## src/rtl/pe_mac_unit.sv

```systemverilog
// Systolic processing element: forwards A/B operands east/south with one cycle of latency
// and accumulates a signed dot product of programmable length. Multiply and accumulate are
// two registered stages.
// Optional feature: define SATURATE_EN to clamp the accumulator on overflow instead of
// letting it wrap.
module pe_mac_unit #(
  parameter int unsigned DATA_WIDTH = 8,
  parameter int unsigned ACC_WIDTH  = 20,
  parameter int unsigned LEN_WIDTH  = 8
) (
  input  logic                  clk_i,
  input  logic                  rst_i,
  input  logic                  clear_i,
  input  logic [LEN_WIDTH-1:0]  len_i,
  input  logic                  valid_i,
  input  logic [DATA_WIDTH-1:0] a_i,
  input  logic [DATA_WIDTH-1:0] b_i,
  output logic [DATA_WIDTH-1:0] a_o,
  output logic [DATA_WIDTH-1:0] b_o,
  output logic                  valid_o,
  output logic [ACC_WIDTH-1:0]  res_o,
  output logic                  res_valid_o,
  output logic                  overflow_o,
  output logic                  busy_o
);

  localparam int unsigned PW = 2 * DATA_WIDTH;
`ifdef SATURATE_EN
  localparam logic signed [ACC_WIDTH-1:0] AccMax = {1'b0, {(ACC_WIDTH-1){1'b1}}};
  localparam logic signed [ACC_WIDTH-1:0] AccMin = {1'b1, {(ACC_WIDTH-1){1'b0}}};
`endif

  typedef enum logic [1:0] {StIdle, StAcc, StDone} state_e;

  state_e                       state_q;
  logic [LEN_WIDTH-1:0]         len_q;
  logic [LEN_WIDTH-1:0]         issued_q;
  logic [LEN_WIDTH-1:0]         done_cnt_q;
  logic signed [PW-1:0]         p_q;
  logic                         pv_q;
  logic signed [ACC_WIDTH-1:0]  acc_q;
  logic                         ovf_q;
  logic                         res_valid_q;

  logic signed [DATA_WIDTH-1:0] a_s;
  logic signed [DATA_WIDTH-1:0] b_s;
  logic signed [PW-1:0]         prod;
  logic signed [ACC_WIDTH-1:0]  p_ext;
  logic signed [ACC_WIDTH-1:0]  acc_sum;
  logic signed [ACC_WIDTH-1:0]  acc_next;
  logic                         add_ovf;
  logic                         take_term;
  logic                         last_add;

  assign a_s  = a_i;
  assign b_s  = b_i;
  // Operands are sign-extended before the multiply so the full-width product is exact.
  assign prod = PW'(a_s) * PW'(b_s);

  // Stage-2 adder with signed overflow detection and optional clamping.
  always_comb begin
    p_ext    = ACC_WIDTH'(p_q);
    acc_sum  = acc_q + p_ext;
    add_ovf  = (acc_q[ACC_WIDTH-1] == p_ext[ACC_WIDTH-1]) &&
               (acc_sum[ACC_WIDTH-1] != acc_q[ACC_WIDTH-1]);
    acc_next = acc_sum;
`ifdef SATURATE_EN
    if (add_ovf) begin
      acc_next = acc_q[ACC_WIDTH-1] ? AccMin : AccMax;
    end
`endif
  end

  assign take_term = valid_i && (issued_q < len_q);
  assign last_add  = (done_cnt_q + LEN_WIDTH'(1)) == len_q;

  // Operand forwarding to neighbours, independent of the FSM.
  always_ff @(posedge clk_i) begin
    if (rst_i) begin
      a_o     <= '0;
      b_o     <= '0;
      valid_o <= 1'b0;
    end else begin
      a_o     <= a_i;
      b_o     <= b_i;
      valid_o <= valid_i;
    end
  end

  // Control FSM plus multiply and accumulate pipeline registers.
  always_ff @(posedge clk_i) begin
    if (rst_i) begin
      state_q     <= StIdle;
      len_q       <= '0;
      issued_q    <= '0;
      done_cnt_q  <= '0;
      p_q         <= '0;
      pv_q        <= 1'b0;
      acc_q       <= '0;
      ovf_q       <= 1'b0;
      res_valid_q <= 1'b0;
    end else begin
      res_valid_q <= 1'b0;
      pv_q        <= 1'b0;
      if (clear_i) begin
        // Restart from any state; an in-flight product is dropped because pv_q is rewritten.
        acc_q      <= '0;
        ovf_q      <= 1'b0;
        done_cnt_q <= '0;
        len_q      <= len_i;
        if (len_i == '0) begin
          state_q     <= StDone;
          res_valid_q <= 1'b1;
          issued_q    <= '0;
        end else begin
          state_q <= StAcc;
          if (valid_i) begin
            p_q      <= prod;
            pv_q     <= 1'b1;
            issued_q <= LEN_WIDTH'(1);
          end else begin
            issued_q <= '0;
          end
        end
      end else begin
        unique case (state_q)
          StIdle: ;
          StAcc: begin
            if (take_term) begin
              p_q      <= prod;
              pv_q     <= 1'b1;
              issued_q <= issued_q + LEN_WIDTH'(1);
            end
            if (pv_q) begin
              acc_q      <= acc_next;
              ovf_q      <= ovf_q | add_ovf;
              done_cnt_q <= done_cnt_q + LEN_WIDTH'(1);
              if (last_add) begin
                state_q     <= StDone;
                res_valid_q <= 1'b1;
              end
            end
          end
          StDone:  state_q <= StIdle;
          default: state_q <= StIdle;
        endcase
      end
    end
  end

  assign res_o       = acc_q;
  assign res_valid_o = res_valid_q;
  assign overflow_o  = ovf_q;
  assign busy_o      = (state_q == StAcc);

endmodule

```

## config.mk

```make
export PLATFORM = sky130hd
export DESIGN_NAME = pe_mac_unit
export DESIGN_NICKNAME = d
export VERILOG_FILES = /design/src/rtl/pe_mac_unit.sv
export SDC_FILE = /design/constraint.sdc
export NUM_CORES = 1
export LEC_CHECK = 0
export ABC_AREA = 1
export BUFFER_PORTS_ARGS = -buffer_cell sky130_fd_sc_hd__buf_2
export CAP_MARGIN = 25
export CORE_ASPECT_RATIO = 0.6
export CORE_MARGIN = 5
export CORE_UTILIZATION = 56
export CTS_BUF_LIST = sky130_fd_sc_hd__clkbuf_16
export CTS_CLUSTER_DIAMETER = 50
export DETAILED_ROUTE_END_ITERATION = 8
export PLACE_DENSITY = 0.81
export SLEW_MARGIN = 0
export SYNTH_ARGS = -nofsm -noshare
export SYNTH_HDL_FRONTEND = slang
export SYNTH_SLANG_ARGS = --single-unit
```

## constraint.sdc

```tcl
create_clock -name clk_i -period 4.77 [get_ports clk_i]
set_input_delay 0.954 -clock clk_i [delete_from_list [all_inputs] [get_ports clk_i]]
set_output_delay 0.954 -clock clk_i [all_outputs]
set_load 0.005 [all_outputs]
```

==> results.py <==
metrics = {
    "outcome": {
        "status": "completed",
    },
    "logic_synthesis": {
        "combinational_family_with_the_most_area_after_synthesis": "simple AND/OR/NAND/NOR gates",
        "synth.ff_latch_count": 82,
        "synth_simple_gate_area_share": 0.259,
        "synth_fa_ha_area_frac": 0.242,
        "synth-xor-area-share": 0.0277,
        "share_of_synthesized_area_occupied_by_flip_flops_and_latches": 0.217,
        "asyncSetResetFlopFracSynth": 0,
        "synthCells": 1112,
        "syn-cell-area_sq_mm": 0.00758,
        "synthesis.nets": 1253,
        "netlist_top_cells_area": "sky130_fd_sc_hd__dfxtp_1 22%, sky130_fd_sc_hd__fa_1 15%, sky130_fd_sc_hd__nand2_1 13%",
        "yosysUniqueCellTypes": 40,
        "yosysTopAreaCellShare": 0.217,
        "synth_compound_area_frac": 0.105,
        "yosys_most_used_dff": "sky130_fd_sc_hd__dfxtp_1",
        "post_synth_top_area_cell": "sky130_fd_sc_hd__dfxtp_1",
        "synth-edff-count": 0,
        "synth_area_per_cell_sq_um": 6.82,
        "ys.warnings.count": 0,
        "yosys-mux-area-fraction": 0,
    },
    "finish": {
        "layout_commonest_cell": "sky130_fd_sc_hd__nand2_1",
        "area_added_between_synthesis_and_finish_pct": 13.2,
        "fin_util": 0.658,
        "fin_cells": 1366,
        "nNetsFinal": 1332,
        "num_antenna_cells": 0,
        "commonest_cells_after_routing_fill_and_taps_aside": "253 x sky130_fd_sc_hd__nand2_1, 252 x sky130_fd_sc_hd__inv_1, 91 x sky130_fd_sc_hd__nor2_1",
        "finish.instance_area_sq_mm": 0.00858,
        "drive_above_1_share": 0.132,
    },
    "power_and_ir_drop": {
        "p_switching_mw": 1.41,
        "internal_power_mw": 1.91,
        "p_comb_frac": 0.551,
        "power_frac_clock": 0.213,
        "peakVddDrop_mv": 0.264,
        "cellLeakagePower_nw": 4.85,
        "pwr_density_cell_mw_per_mm2": 386,
        "switching_share": 0.424,
        "seq_power_share": 0.236,
        "fin_total_pwr_mw": 3.31,
    },
    "clock_network": {
        "cts_root_buf": "sky130_fd_sc_hd__clkbuf_16",
        "numClockSinks": 82,
        "worstSkewPairLatency_ps": 340,
        "cts_hold_buffers": 0,
        "clk_transition_reported_paths_ps": 70,
        "maximum_level_of_the_cts_h_tree": 3,
        "tritoncts": "yes",
        "clock_tree.buffer_depth": 2,
        "post-cts-setup-buffers": 0,
        "inserted_clock_buffers": 9,
    },
    "global_route": {
        "gr-usage-all-layers": 0.232,
        "global_route.overflow_total": 0,
        "grt_first_pass_wirelength_mm": 30.8,
        "grt_start_max_net_pins": 34,
        "via_count_of_the_first_global_routing_pass": 6578,
        "antenna_found_initial": 0,
    },
    "sta": {
        "hold_violations_final": 0,
        "final.setup.tns_ps": 0,
        "maxSlewHeadroom": 0.305,
        "layout_min_cycle_time_ps": 4600,
        "slew_violations": 0,
        "tightestPinTransition_ps": 1040,
        "worst_slack_ps": 173,
        "rsz0062_at_grt": "yes",
        "fin_worst_skew_ps": 10.0,
        "min_hold_slack_ps": 450,
        "timing.fmax_mhz": 218,
        "finalSetupViolations": 0,
        "period_share": 0.964,
    },
    "worst_setup_path": {
        "worstPathMaxFanout": 7,
        "cp.required_ps": 5010,
        "critical_path_class": "primary input to register",
        "timing.critical_path.to_type": "register",
        "critical_path_arrival_ps": 4840,
        "critical_path.startpoint_type": "primary input",
    },
    "job": {
        "max-cap-violations": 0,
    },
    "detailed_routing": {
        "drtIter0Drc": 611,
        "wirelength_mm": 18.2,
        "route.vias.total": 6995,
        "detail_route.wl_per_cell_microns": 13.3,
        "number_of_detailed_route_iterations_in_the_first_pass": 6,
        "vias_per_instance": 5.12,
        "final_antenna_net_count": 0,
        "drt_drc_violations_left": 0,
    },
    "floorplan": {
        "die_area_sq_mm": 0.0160,
        "floorplan.core_area_sq_mm": 0.0131,
        "io-pin-count": 68,
        "die_width_microns": 160,
        "fp-row-count": 32,
        "floorplan.initialDensity": 0.581,
        "chipHeight_microns": 100,
    },
    "placed_design": {
        "dp.final_hpwl_mm": 14.5,
        "pre_cts_ws_ps": -234,
        "place_congestion": 0.940,
        "dpl.cell_count": 1350,
        "io_buffer_count": 67,
        "dpl_cell_area_sq_mm": 0.00827,
    },
    "hold_path": {
        "timing.hold.worst.class": "register to register",
    },
}
[final timing paths]
check                   from    endpoint  slack (ps)  cells past startpoint
setup / recovery      a_i[7]     p_q[14]         170                     19
hold / removal    overflow_o  overflow_o         450                      2
setup reg to reg      p_q[0]   res_o[14]        2500                     10
hold reg to reg   overflow_o  overflow_o         450                      2
[area by class of cell]
type / count / area (sq um)
Clock buffer: 9 / 225
Clock inverter: 7 / 70.1
Fill cell: 1113 / 4470
Inverter: 254 / 953
Multi-Input combinational cell: 739 / 4850
Sequential cell: 82 / 1640
Tap cell: 170 / 213
Timing Repair Buffer: 105 / 633
[Yosys cell counts, drive strengths merged (3+ instances only)]
cell type  number
a21oi          68
buf            13
clkbuf         24
dfxtp          82
fa             56
ha             57
inv           254
nand2         263
nand3          74
nand4          12
nor2           98
nor3            7
o211ai          3
o21a           12
o21ai          44
o21bai         11
xnor2           9
xor2           15
[power groups by stage]
stage / clock [mW] / combinational [mW] / sequential, mW
after floorplan: 0 / 1.27 / 0.781
after global placement: 0 / 1.70 / 0.797
after detailed placement: 0 / 1.74 / 0.796
after CTS: 0.717 / 1.77 / 0.781
after global routing: 0.753 / 2.09 / 0.787
final: 0.707 / 1.83 / 0.782
[flip-flops by register name (all words and copies together), names as in the netlist]
signal / cells
done_cnt_q: 8
pv_q: 1
len_q: 8
b_o: 8
overflow_o: 1
valid_o: 1
res_o: 20
res_valid_o: 1
p_q: 16
issued_q: 8
a_o: 8
state_q: 2
[cell families after synthesis]
kind of cell	after synthesis
XOR/XNOR	24
flip-flops	82
AO/OA/AOI/OAI	141
buffers and inverters	291
adder cells (fa/ha/maj)	113
AND/OR/NAND/NOR	461
[layer usage]
layer,routed length (microns),part of all wire,global-route usage,vias to the layer above
li1,-,-,-,3557
met1,9170,0.50,0.345,3214
met2,7500,0.41,0.342,204
met3,1370,0.075,0.0616,20
met4,167,0.0092,0.0456,0
met5,0,0,0,-
[critical path, stage by stage]
cell and delay (ps):
sky130_fd_sc_hd__buf_2 160, sky130_fd_sc_hd__nand2_2 90, sky130_fd_sc_hd__inv_1 90, sky130_fd_sc_hd__fa_2 600, sky130_fd_sc_hd__inv_2 80, sky130_fd_sc_hd__fa_1 540
sky130_fd_sc_hd__inv_1 60, sky130_fd_sc_hd__fa_1 540, sky130_fd_sc_hd__inv_1 60, sky130_fd_sc_hd__fa_1 520, sky130_fd_sc_hd__inv_1 60, sky130_fd_sc_hd__ha_4 270
sky130_fd_sc_hd__nand2_1 80, sky130_fd_sc_hd__nor3_2 190, sky130_fd_sc_hd__nand3_1 190, sky130_fd_sc_hd__nand4_1 140, sky130_fd_sc_hd__nand2_1 60, sky130_fd_sc_hd__nor2_1 90
sky130_fd_sc_hd__nor2_1 60
[what timing repair did]
item | CTS | global route
endpoints found under the hold margin | 0 | 0
resized for setup | 0 | 8
endpoints found under the setup margin | 0 | 5
Power figures use the tool's default switching activity.
